==> config.mk <==
export PLATFORM = sky130hd
export DESIGN_NAME = spawn_scheduler
export DESIGN_NICKNAME = d
export VERILOG_FILES = /design/src/rtl/spawn_pkg.sv /design/src/rtl/spawn_type_picker.sv /design/src/rtl/spawn_scheduler.sv
export SDC_FILE = /design/constraint.sdc
export NUM_CORES = 1
export LEC_CHECK = 0
export BUFFER_PORTS_ARGS = -buffer_cell sky130_fd_sc_hd__buf_2
export CORE_MARGIN = 5
export CORE_UTILIZATION = 54
export CTS_BUF_LIST = sky130_fd_sc_hd__clkbuf_16
export DETAILED_ROUTE_END_ITERATION = 8
export PLACE_DENSITY_LB_ADDON = 0.05
export SLEW_MARGIN = 10
export SYNTH_ARGS = -nofsm -noshare
export SYNTH_HDL_FRONTEND = slang
export SYNTH_SLANG_ARGS = --single-unit
export TNS_END_PERCENT = 20
==> constraint.sdc <==
create_clock -name clk -period 11 [get_ports clk]
set_input_delay 1.1 -clock clk [delete_from_list [all_inputs] [get_ports clk]]
set_output_delay 1.1 -clock clk [all_outputs]
set_load 0.1 [all_outputs]
==> src/rtl/spawn_pkg.sv <==
// Shared types and helpers for the ring-queue spawn schedulers.
`default_nettype none
package spawn_pkg;

   typedef enum logic [2:0] {
      S_IDLE    = 3'd0,
      S_RUN     = 3'd1,
      S_SPAWN   = 3'd2,
      S_UPDATE  = 3'd3,
      S_SETTLE  = 3'd4,
      S_REMOVE  = 3'd5,
      S_CRASHED = 3'd6
   } state_t;

   localparam int TYPE_NONE = 0;

   function automatic int unsigned mod_incr(input int unsigned v, input int unsigned m);
      return (v + 32'd1 >= m) ? 32'd0 : v + 32'd1;
   endfunction

   function automatic int unsigned mod_decr(input int unsigned v, input int unsigned m);
      return (v == 32'd0) ? m - 32'd1 : v - 32'd1;
   endfunction

endpackage
`default_nettype wire

==> src/rtl/spawn_type_picker.sv <==
// Combinational type selection: rotate candidates from rng, gate on speed and duplicate history.
`default_nettype none
module spawn_type_picker #(
   parameter int TYPES     = 3,
   parameter int DUP_LIMIT = 2,
   parameter int TYPE_W    = 2,
   parameter int CNT_W     = 3
) (
   input  logic [15:0]                  rng,
   input  logic [14:0]                  speed,
   input  logic [TYPES*15-1:0]          min_speed,
   input  logic [DUP_LIMIT*TYPE_W-1:0]  history,
   input  logic [CNT_W-1:0]             count,
   output logic                         valid,
   output logic [TYPE_W-1:0]            pick_type
);

   logic [TYPES-1:0] accept;

   // History is newest-first; a repeat only blocks once the queue holds DUP_LIMIT entries.
   generate
      for (genvar t = 0; t < TYPES; t++) begin : g_accept
         logic [DUP_LIMIT-1:0] same;
         for (genvar k = 0; k < DUP_LIMIT; k++) begin : g_hist
            assign same[k] = (history[k*TYPE_W +: TYPE_W] == TYPE_W'(t + 1));
         end
         assign accept[t] = (speed >= min_speed[t*15 +: 15]) &&
                            !((count >= CNT_W'(DUP_LIMIT)) && (&same));
      end
   endgenerate

   always_comb begin
      valid     = 1'b0;
      pick_type = '0;
      for (int i = 0; i < TYPES; i++) begin
         for (int t = 0; t < TYPES; t++) begin
            if (!valid && accept[t] &&
                (((32'(rng) + 32'(i)) % 32'(TYPES)) == 32'(t))) begin
               valid     = 1'b1;
               pick_type = TYPE_W'(t + 1);
            end
         end
      end
   end

endmodule
`default_nettype wire

==> src/rtl/spawn_scheduler.sv <==
// Ring-queue scheduler: spawns entities into slots, strobes updates, retires finished front slots.
`default_nettype none
module spawn_scheduler
   import spawn_pkg::*;
#(
   parameter int SLOTS         = 7,
   parameter int TYPES         = 3,
   parameter int DUP_LIMIT     = 2,
   parameter int PROB_BITS     = 0,
   parameter int SETTLE_CYCLES = 1,
   parameter int GAME_WIDTH    = 640,
   localparam int TYPE_W       = $clog2(TYPES + 1),
   localparam int PTR_W        = $clog2(SLOTS),
   localparam int CNT_W        = $clog2(SLOTS + 1)
) (
   input  logic                     clk,
   input  logic                     rst,
   input  logic                     tick,
   input  logic                     start,
   input  logic                     crash,
   input  logic                     enable,
   input  logic [15:0]              rng,
   input  logic [14:0]              speed,
   input  logic [TYPES*15-1:0]      min_speed,
   input  logic [SLOTS-1:0]         slot_visible,
   input  logic [SLOTS-1:0]         slot_remove,
   input  logic [SLOTS*11-1:0]      slot_x,
   input  logic [SLOTS*10-1:0]      slot_width,
   input  logic [SLOTS*11-1:0]      slot_gap,
   output logic [SLOTS-1:0]         slot_start,
   output logic [SLOTS*TYPE_W-1:0]  slot_type,
   output logic                     slot_update,
   output logic [PTR_W-1:0]         front,
   output logic [PTR_W-1:0]         back,
   output logic [CNT_W-1:0]         count,
   output logic                     done,
   output logic                     overflow
);

   localparam int SET_W = (SETTLE_CYCLES > 1) ? $clog2(SETTLE_CYCLES) : 1;

   state_t                      state, next_state;
   logic [TYPE_W-1:0]           type_q [SLOTS];
   logic [SET_W-1:0]            settle_cnt;
   logic [10:0]                 x_arr  [SLOTS];
   logic [9:0]                  w_arr  [SLOTS];
   logic [10:0]                 g_arr  [SLOTS];
   logic [PTR_W-1:0]            last;
   logic [PTR_W-1:0]            hist_idx;
   logic [DUP_LIMIT*TYPE_W-1:0] history;
   logic signed [12:0]          edge_sum;
   logic                        gap_ok, prob_ok, want, full, remove_ok, crash_hit, settle_last;
   logic                        pick_valid;
   logic [TYPE_W-1:0]           pick_type;

   generate
      for (genvar i = 0; i < SLOTS; i++) begin : g_slots
         assign x_arr[i]                       = slot_x[i*11 +: 11];
         assign w_arr[i]                       = slot_width[i*10 +: 10];
         assign g_arr[i]                       = slot_gap[i*11 +: 11];
         assign slot_type[i*TYPE_W +: TYPE_W]  = type_q[i];
      end
      if (PROB_BITS == 0) begin : g_no_prob
         assign prob_ok = 1'b1;
      end else begin : g_prob
         assign prob_ok = (rng[PROB_BITS-1:0] == '0);
      end
   endgenerate

   assign last = PTR_W'(mod_decr(32'(back), SLOTS));

   // Right edge of the newest entity; a new one may follow once it has scrolled inside the screen.
   assign edge_sum = $signed({{2{x_arr[last][10]}}, x_arr[last]})
                   + $signed({3'b000, w_arr[last]})
                   + $signed({2'b00, g_arr[last]});
   assign gap_ok      = (edge_sum < $signed(13'(GAME_WIDTH)));
   assign want        = enable && prob_ok && ((count == '0) || (slot_visible[last] && gap_ok));
   assign full        = (count == CNT_W'(SLOTS));
   assign remove_ok   = (count != '0) && slot_remove[front];
   assign crash_hit   = crash && (state != S_IDLE);
   assign settle_last = (settle_cnt == SET_W'(SETTLE_CYCLES - 1));

   always_comb begin
      history  = '0;
      hist_idx = back;
      for (int k = 0; k < DUP_LIMIT; k++) begin
         hist_idx                          = PTR_W'(mod_decr(32'(hist_idx), SLOTS));
         history[k*TYPE_W +: TYPE_W]       = type_q[hist_idx];
      end
   end

   spawn_type_picker #(
      .TYPES     (TYPES),
      .DUP_LIMIT (DUP_LIMIT),
      .TYPE_W    (TYPE_W),
      .CNT_W     (CNT_W)
   ) u_picker (
      .rng       (rng),
      .speed     (speed),
      .min_speed (min_speed),
      .history   (history),
      .count     (count),
      .valid     (pick_valid),
      .pick_type (pick_type)
   );

   always_ff @(posedge clk) begin
      if (rst) state <= S_IDLE;
      else     state <= next_state;
   end

   always_comb begin
      next_state  = state;
      slot_update = (state == S_UPDATE);
      case (state)
         S_IDLE:    if (start) next_state = S_RUN;
         S_RUN:     if (tick)  next_state = S_SPAWN;
         S_SPAWN:   next_state = S_UPDATE;
         S_UPDATE:  next_state = (SETTLE_CYCLES == 0) ? S_REMOVE : S_SETTLE;
         S_SETTLE:  if (settle_last) next_state = S_REMOVE;
         S_REMOVE:  if (!remove_ok)  next_state = S_RUN;
         S_CRASHED: next_state = S_CRASHED;
         default:   next_state = S_IDLE;
      endcase
      if (crash_hit) next_state = S_CRASHED;
   end

   always_ff @(posedge clk) begin
      if (rst) begin
         front      <= '0;
         back       <= '0;
         count      <= '0;
         slot_start <= '0;
         done       <= 1'b0;
         overflow   <= 1'b0;
         settle_cnt <= '0;
         for (int i = 0; i < SLOTS; i++) type_q[i] <= TYPE_W'(TYPE_NONE);
      end else begin
         done       <= 1'b0;
         settle_cnt <= (state == S_SETTLE) ? settle_cnt + SET_W'(1) : '0;
         if (!crash_hit) begin
            if (state == S_SPAWN && want) begin
               if (full) begin
                  overflow <= 1'b1;
               end else if (pick_valid) begin
                  slot_start[back] <= 1'b1;
                  type_q[back]     <= pick_type;
                  back             <= PTR_W'(mod_incr(32'(back), SLOTS));
                  count            <= count + CNT_W'(1);
               end
            end
            if (state == S_REMOVE) begin
               if (remove_ok) begin
                  slot_start[front] <= 1'b0;
                  type_q[front]     <= TYPE_W'(TYPE_NONE);
                  front             <= PTR_W'(mod_incr(32'(front), SLOTS));
                  count             <= count - CNT_W'(1);
               end else begin
                  done <= 1'b1;
               end
            end
         end
      end
   end

endmodule
`default_nettype wire
==> run summary, run 1 <==
Cell internal pwr: 659 uW
Hpwl dp: 37800 um
RSZ-0062 raised after global routing: false
Via-per-instance ratio: 6.45
Critical Path Slowest Stage Cell: or4_4
Area grow syn2layout: 15.4%
Setup crit start kind: input pin
Worst slew pin tran: 0.974 ns
DIE HEIGHT: 166 um
Critical path's top delay family: compound AO/OA/AOI/OAI gates
Status: completed
Post-Syn Nets: 2316
Max Root-Sink Buffers: 2
Skew final: 0.00477 ns
Synth Instances: 1899
Hold Vio Cnt, Final: 0
Vias in the first global route: 14.9k
# hold bufs at CTS: 0
Final Instance Area: 15100 sq um
Pleak: 6.62 nW
Crit path kind: input pin to flip-flop
# IOs: 353
Syn_area_per_cell: 6.91 sq um
Max Clk Rate: 0.0948 GHz
Largest net degree at the start of global routing: 62
Clock latency on the worst-skew pair: 0.28 ns
M1 GR Usage: 44.1%
DRC viols: 0
I/O Buffers: 352
Max_slew headroom: 34.6%
Post-Syn Area: 13100 sq um
M3 GR Usage: 5.81%
Ratio of cells with drive above 1 in the final layout: 23.5%
Yosys warning count: 0
Commonest non-fill, non-tap cell in the layout: buf_2
DP Area: 14900 sq um
N_diodes: 0
Final period util: 95.9%
Layout Nets: 2602
Gate power share: 77.9%
FF+latch count, synth: 38
Required @ worst endpoint: 10.97 ns
Root Buffer: clkbuf_16
Routed WL: 47500 um
CP max FO: 12
Worst Setup Slack, final: 0.447 ns
Post-synthesis sequential area ratio: 6.87%
R2R setup slack: 2.60 ns
Initial core utilization: 54.4%
Post-route setup TNS: 0 ns
Worst Hold Class: flip-flop to flip-flop
Synth unique cells: 132
Clock sink count: 38
Remaining antenna violation count: 0
Pre-CTS setup slack: 0.125 ns
Grt peak-use layer: met2
Antenna violations before repair: 4
Max IR drop VDD: 0.0527 mV
Max_cap viols: 0
Async SR Flop Fraction: 0%
Largest family of logic cells by synthesized area: compound AO/OA/AOI/OAI gates
GRT Total Usage: 31.9%
Switch share: 51.8%
Final Wtd Congestion: 0.995
Post-synth EDFFs: 14
Core area: 24100 sq um
Remaining global-route overflow: 0
Num CTS Buffers: 5
DIE WIDTH: 166 um
Mux cell area share after synthesis: 3.72%
Final setup fails: 0
Min Clock Period, post-route: 10.55 ns
Drt pass-1 iters: 5
PD cells: 90.3 nW/um^2
CP peak stage delay: 0.55 ns
Reg power frac: 12.2%
Buf/Inv on CP: 3
Post-Synth XOR/XNOR Area: 6.06%
Die area: 27500 sq um
Switching power: 708 uW
Worst path arrival time: 10.52 ns
Post-Synth Simple-Gate Area: 27.9%
Max Slew Vio Count: 0
FP Rows: 57
DRT iter0 DRCs: 1625
H-tree depth: 2
CTS tree: built
Most frequent cells in the layout: buf_2 (352), nand2_1 (217), a21oi_1 (155), nor2_1 (132), o21ai_0 (115)
Clk pin slew, worst setup/hold paths: 0.06 ns
Vias: 16.2k
Top FF cell, synth: dfxtp_1
Routed WL per cell: 18.9 um
Adder-cell share of the synthesized area: 9.77%
Fillcell total: 2336
Met2 Use GR: 51.6%
CP Capture Type: flip-flop
Clock share of power: 9.8%
Post-synthesis compound-gate area fraction: 36.9%
First-pass GRT wire length: 75900 um
## cells in the mapped netlist, types with 29 or more instances
cell | number | area share (%)
nand4_1 | 30 | 1.4
ha_1 | 88 | 8.4
inv_1 | 99 | 2.8
a221oi_1 | 33 | 2.2
a31oi_1 | 35 | 1.7
nor3_1 | 70 | 2.7
nand3_1 | 70 | 2.7
mux2i_1 | 29 | 2.2
clkbuf_1 | 59 | 1.7
nand2_1 | 218 | 6.2
nor2_1 | 133 | 3.8
a21oi_1 | 157 | 6.0
xnor2_1 | 72 | 4.8
o21ai_0 | 115 | 4.4
## flip-flops by register name (all words and copies together), names as in the netlist
| name | count |
|---|---|
| overflow | 1 |
| state | 3 |
| front | 3 |
| settle_cnt | 1 |
| type_q | 16 |
| count | 3 |
| back | 3 |
| slot_start | 7 |
| done | 1 |
## final cells by class
| type | count | area (sq um) | area share, % |
|---|---|---|---|
| clock buffers | 5 | 125 | 0.827 |
| clock inverters | 3 | 12.5 | 0.0827 |
| inverters | 106 | 398 | 2.63 |
| multi-input cells | 1633 | 11200 | 73.8 |
| flip-flops and latches | 38 | 902 | 5.96 |
| well taps | 324 | 405 | 2.68 |
| repair buffers | 401 | 2130 | 14.1 |
## worst paths after layout
path	from	to	cells after the start
max	rng[14]	type_q[3][1]	37
max reg2reg	back[1]	type_q[3][1]	30
min reg2reg	settle_cnt	settle_cnt	1
min	settle_cnt	settle_cnt	1
## stage by stage
step / utilization, % / cells / hold slack, ns / total power, mW
after floorplan: - / 1899 / 0.402 / 0.948
after global placement: 61.8 / 2498 / 0.416 / 1.18
after detailed placement: 61.8 / 2498 / 0.422 / 1.19
after CTS: 62.4 / 2506 / 0.430 / 1.33
after global routing: 62.8 / 2510 / 0.459 / 1.49
final: 62.8 / 2510 / 0.428 / 1.37
## worst register-to-register path, delay by kind of cell, from the launching register on
family	cells	cell delay [ns]
adders and majority gates	3	0.96
buffers and inverters	3	0.53
and+or+nand+nor	8	1.79
AOI/OAI and AO/OA	16	4.31
DFF	1	0.50
## cell families (layout without fill, tap and decap cells)
family / Yosys count / count (layout)
AND/OR/NAND/NOR: 723 / 723
AO/OA/AOI/OAI: 682 / 683
buffers and inverters: 229 / 515
adder cells (fa/ha/maj): 97 / 97
XOR/XNOR: 89 / 89
multiplexers: 41 / 41
flip-flops: 38 / 38
## power by group through the flow
| stage | Combinational, mW | Clock (mW) | Sequential [mW] |
|---|---|---|---|
| after detailed placement | 1.02 | 0 | 0.170 |
| after global placement | 1.01 | 0 | 0.169 |
| after global routing | 1.18 | 0.143 | 0.169 |
| after CTS | 1.03 | 0.137 | 0.167 |
| after floorplan | 0.760 | 0 | 0.188 |
| final | 1.06 | 0.134 | 0.167 |
## per-layer routing
layer | routed length [um] | part of all wire [%]
met1 | 20900 | 44
met2 | 21400 | 45
met4 | 1200 | 2.5
met3 | 4050 | 8.5
met5 | 23 | 0.048
## timing repair
item	4_1_cts	5_1_grt
gates resized for setup	0	10
setup buffers	0	3
setup endpoints to repair	0	36
Power figures use the tool's default switching activity.
==> run 2, diff against run 1 <==
ABC_AREA = 1   (was not set)
CORE_UTILIZATION = 53   (was 54)
PLACE_DENSITY = 0.83   (was not set)
PLACE_DENSITY_LB_ADDON = not set   (was 0.05)
==> run 2 against run 1 <==
Net effect: count of clock-buffer cells in the layout stayed put; register-to-register slack better by 0.75 ns; wire length is 13% lower; die area is 17% lower; fmax is 0.38% higher; total power is 25% higher; largest cell class unchanged.
==> run summary, run 2 <==
Post-route setup TNS: 0 ns
Top cell by count, worst path: nand2_2
Hold depth: 1
Max reg flops: 16
Synth unique cells: 73
Worst slew pin tran: 0.803 ns
# IOs: 353
Hold Vio Cnt, Final: 0
Post-Syn Area: 10500 sq um
Top FF cell, synth: dfxtp_1
DIE WIDTH: 151 um
CTS tree: built
Layout Nets: 2416
Worst path arrival time: 10.51 ns
Yosys warning count: 0
Max Root-Sink Buffers: 2
Max_cap viols: 0
Utilization after layout: 66.8%
Initial core utilization: 53.9%
R2R setup slack: 3.35 ns
Largest net degree at the start of global routing: 78
Ratio of cells with drive above 1 in the final layout: 30.0%
Die area: 22700 sq um
Top post-synthesis cells by area: nand2_1 (12%), ha_1 (10%), inv_1 (7.7%)
DRC viols: 0
Drt pass-1 iters: 6
Routed WL per cell: 18.2 um
Met2 Use GR: 51.8%
Remaining antenna violation count: 0
PD cells: 131 nW/um^2
Grt peak-use layer: met2
Most frequent cell after synthesis: nand2_1
R2r worst-path depth: 36
Required @ worst endpoint: 10.99 ns
Clock sink count: 38
Hpwl dp: 33600 um
Top cells by count, synth: nand2_1 (343), inv_1 (215), nor2_1 (177)
Setup crit start kind: input pin
Final setup fails: 0
Max Slew Vio Count: 0
Most frequent cells in the layout: buf_2 (349), nand2_1 (328), inv_1 (210), nor2_1 (172), ha_1 (87)
Min Clock Period, post-route: 10.51 ns
Final Instance Area: 13000 sq um
Largest regs: type_q (16), slot_start (7)
Root Buffer: clkbuf_16
Final Wtd Congestion: 0.981
Remaining global-route overflow: 0
Area grow syn2layout: 23.9%
WHS Endpoint: settle_cnt
CP max FO: 12
Post-Syn Nets: 2090
GRT Total Usage: 33.4%
Worst Hold Class: flip-flop to flip-flop
Commonest non-fill, non-tap cell in the layout: buf_2
Max_slew headroom: 46.5%
H-tree depth: 2
Num CTS Buffers: 5
Max Clk Rate: 0.0951 GHz
Biggest register: type_q
Routed WL: 41500 um
Post-synth EDFFs: 14
Clock latency on the worst-skew pair: 0.28 ns
Max IR drop VDD: 0.0813 mV
Worst Setup Slack, final: 0.487 ns
Hold Slack: 0.447 ns
Vias: 13.3k
Via-per-instance ratio: 5.85
Post-synth top area cell: nand2_1
Antenna violations before repair: 12
DIE HEIGHT: 151 um
Pre-CTS setup slack: 0.172 ns
# placed instances: 2233
Critical Path Slowest Stage Cell: a21oi_1
Total power: 1.70 mW
Crit path kind: input pin to flip-flop
Clk pin slew, worst setup/hold paths: 0.06 ns
Reg-to-Reg Start: back[1]
Hold_sp: settle_cnt
CP peak stage delay: 0.32 ns
DP Area: 12300 sq um
Pleak: 6.79 nW
Vias in the first global route: 12.0k
Async SR Flop Fraction: 0%
Skew final: 0.00324 ns
M3 GR Usage: 11.0%
Critical R2R Capture: type_q[5][1]
Final period util: 95.6%
First-pass GRT wire length: 61000 um
FF+latch count, synth: 38
Post-synthesis sequential area ratio: 8.58%
Core area: 19500 sq um
Synth Instances: 1673
Top cell type's share of synthesized area: 12.3%
Syn_area_per_cell: 6.27 sq um
FP Rows: 51
Status: completed
DRT iter0 DRCs: 1211
M1 GR Usage: 43.7%
I/O Buffers: 352
Layout Cells excl Fill: 2275
CP Capture Type: flip-flop
run 2: worst max-delay path by stage:
| stage | slack, ns | startpoint | to | depth (start not counted) |
|---|---|---|---|---|
| 6_report | 0.49 | rng[15] | type_q[1][1] | 72 |
| 5_1_grt | -0.17 | rng[15] | type_q[1][1] | 76 |
| 4_1_cts | 0.44 | rng[15] | type_q[7][1] | 78 |
| 3_5_place_dp | 0.17 | rng[15] | type_q[7][1] | 78 |
| 3_3_place_gp | 0.69 | rng[15] | type_q[5][0] | 80 |
| 2_1_floorplan | 1.52 | rng[14] | type_q[7][0] | 74 |
run 2: what timing repair did:
action | 4_1_cts | 5_1_grt
hold buffers | 0 | 0
resized for setup | 0 | 66
setup buffers | 0 | 23
setup endpoints to repair | 0 | 43
hold endpoints to repair | 0 | 0
run 2: routing by layer:
layer | wire length [um] | vias to the layer above
met5 | 57 | -
met4 | 1390 | 8
met3 | 5480 | 117
met2 | 18300 | 762
met1 | 16200 | 6004
li1 | - | 6426
run 2: critical path: cells and delay by family:
family / cells / cell delay, ns
xor+xnor: 1 / 0.17
compound gates: 3 / 0.75
simple gates: 60 / 7.43
buf+inv: 5 / 0.39
fa+ha+maj: 3 / 0.63
run 2: final cells by class:
type | instances | area (sq um)
Antenna cell | 10 | 25.0
Clock buffer | 5 | 125
Clock inverter | 3 | 40.0
Fill cell | 1724 | 6460
Inverter | 232 | 883
Multi-Input combinational cell | 1338 | 8690
Sequential cell | 38 | 902
Tap cell | 265 | 332
Timing Repair Buffer | 384 | 2010
run 2: cells by family after synthesis:
group,after synthesis,share of synthesized area (%)
flops,38,8.58
compound gates,340,22.1
buf+inv,298,11.5
fa+ha+maj,97,12.2
mux,2,0.203
xor+xnor,65,5.42
simple gates,833,40.0
run 2: power by group:
part           internal, mW  leakage (nW)  total (mW)  switching, mW
Clock                 0.106        0.0836       0.165         0.0587
Combinational         0.485          6.38        1.37          0.889
Sequential            0.155         0.332       0.166         0.0108
==> run 3, diff against run 2 <==
CELL_PAD_IN_SITES_DETAIL_PLACEMENT = 2   (was not set)
CELL_PAD_IN_SITES_GLOBAL_PLACEMENT = 2   (was not set)
CORE_UTILIZATION = 27   (was 53)
PLACE_DENSITY = not set   (was 0.83)
PLACE_DENSITY_LB_ADDON = 0.1   (was not set)
==> run 3 against run 2 <==
Net effect: largest power group unchanged; utilization decreased by 31 points; final cell count grew 13%; clock power down 18%; total power up 7.8%; sequential share of layout area is 0.47 points lower; worst hold slack worse by 0.019 ns; worst setup slack lost 0.13 ns; via count is 1.0% lower; wire length rose by 24%; clock skew about the same; largest cell class unchanged; sequential power barely moved.
==> run summary, run 3 (synthesis results as in run 2) <==
Pleak: 7.07 nW
Skew final: 0.00352 ns
Gate power share: 83.6%
Worst Hold Class: flip-flop to flip-flop
Switch share: 56.9%
Final setup fails: 0
Max Slew Vio Count: 0
Clock share of power: 7.4%
CP peak stage delay: 0.26 ns
Initial core utilization: 27.2%
Core area: 38600 sq um
Max IR drop VDD: 0.0914 mV
Routed WL per cell: 20.0 um
H-tree depth: 2
DRC viols: 0
DP Area: 12700 sq um
DRT iter0 DRCs: 537
CP max FO: 7
Final Instance Area: 13900 sq um
Hold Vio Cnt, Final: 0
Pre-CTS setup slack: -0.199 ns
Cell internal pwr: 792 uW
Max_cap viols: 0
Routed WL: 51300 um
DIE HEIGHT: 207 um
Post-route setup TNS: 0 ns
Max Root-Sink Buffers: 2
Via-per-instance ratio: 5.14
Max reg flops: 16
Max_slew headroom: 45.8%
CP Capture Type: flip-flop
Min Clock Period, post-route: 10.65 ns
PD cells: 132 nW/um^2
# IOs: 353
Crit path kind: input pin to flip-flop
I/O Buffers: 352
Vias in the first global route: 13.8k
Critical path's top delay family: simple AND/OR/NAND/NOR gates
Most frequent cells in the layout: buf_2 (348), nand2_1 (309), inv_1 (213), nor2_1 (167), ha_1 (85)
Buf/Inv on CP: 7
Max Clk Rate: 0.0939 GHz
Required @ worst endpoint: 10.98 ns
# hold bufs at CTS: 0
Biggest register: type_q
Setup crit start kind: input pin
Clock latency on the worst-skew pair: 0.28 ns
Sequential Area: 902 sq um
CTS tree: built
Fillcell total: 4832
Switching power: 1.05 mW
Vias: 13.2k
Largest regs: type_q (16), slot_start (7)
Worst Setup Slack, final: 0.352 ns
First-pass GRT wire length: 77100 um
Clk pin slew, worst setup/hold paths: 0.06 ns
Clock sink count: 38
Area grow syn2layout: 32.9%
GRT Total Usage: 21.6%
Drt pass-1 iters: 4
FP Rows: 72
Root Buffer: clkbuf_16
Layout Nets: 2457
Final Wtd Congestion: 0.886
Commonest non-fill, non-tap cell in the layout: buf_2
Remaining global-route overflow: 0
Reg power frac: 9.0%
Worst path arrival time: 10.63 ns
Final period util: 96.8%
Critical Path Slowest Stage Cell: nor3_4
Worst slew pin tran: 0.807 ns
Largest net degree at the start of global routing: 61
Multi-input logic area: 9010 sq um
DIE WIDTH: 207 um
Remaining antenna violation count: 0
Status: completed
Top cell by count, worst path: nand2_4
Ratio of cells with drive above 1 in the final layout: 33.5%
Total power: 1.84 mW
Num CTS Buffers: 5
Hpwl dp: 42200 um
Antenna violations before repair: 3
Die area: 42900 sq um
## run 3: changes by cell type in the layout (fill, tap and decap cells not counted), sizes merged
cell / change
buf: +43
diode: -7
inv: +6
clkinv: -5
bufinv: -1
clkbuf: -1
nand4: -1
## run 3: final cells by class
cell class | count | area share, %
sequential | 38 | 6.47
inverter | 232 | 6.41
antenna | 3 | 0.0538
timing repair buffer | 426 | 16.9
multi-input combinational | 1337 | 64.6
tap | 518 | 4.65
clock buffer | 5 | 0.897
clock inverter | 3 | 0.0807
## run 3: repair_timing
| action | CTS | global route |
|---|---|---|
| endpoints found under the hold margin | 0 | 0 |
| gates resized for setup | 0 | 148 |
| buffers inserted | 0 | 60 |
| setup endpoints to repair | 0 | 43 |
## run 3: power groups by stage
stage	clock, mW	combinational (mW)	sequential, mW
after floorplan	0	0.969	0.189
after global placement	0	1.29	0.168
after detailed placement	0	1.34	0.169
after CTS	0.141	1.35	0.166
after global routing	0.148	1.71	0.168
final	0.136	1.54	0.166
## run 3: per-layer routing
layer / part of all wire [%] / track usage [%]
met1: 43 / 26.9
met2: 52 / 40.4
met3: 3.0 / 2.47
met4: 1.8 / 4.17
met5: 0 / 0
## run 3: final timing paths
kind,start,to,slack [ns],depth (start not counted)
worst max-delay path,rng[15],type_q[1][0],0.35,77
worst min-delay path,settle_cnt,settle_cnt,0.43,1
worst max register to register,back[0],type_q[1][0],2.59,37
worst min register to register,settle_cnt,settle_cnt,0.43,1
## run 3: per-stage QoR
stage / util (%) / std cells / hold WS, ns
floorplan: - / 1673 / 0.399
global placement: 32.9 / 2491 / 0.406
detailed placement: 32.9 / 2491 / 0.427
CTS: 33.3 / 2499 / 0.434
global route: 36.2 / 2562 / 0.452
finish: 36.2 / 2562 / 0.428
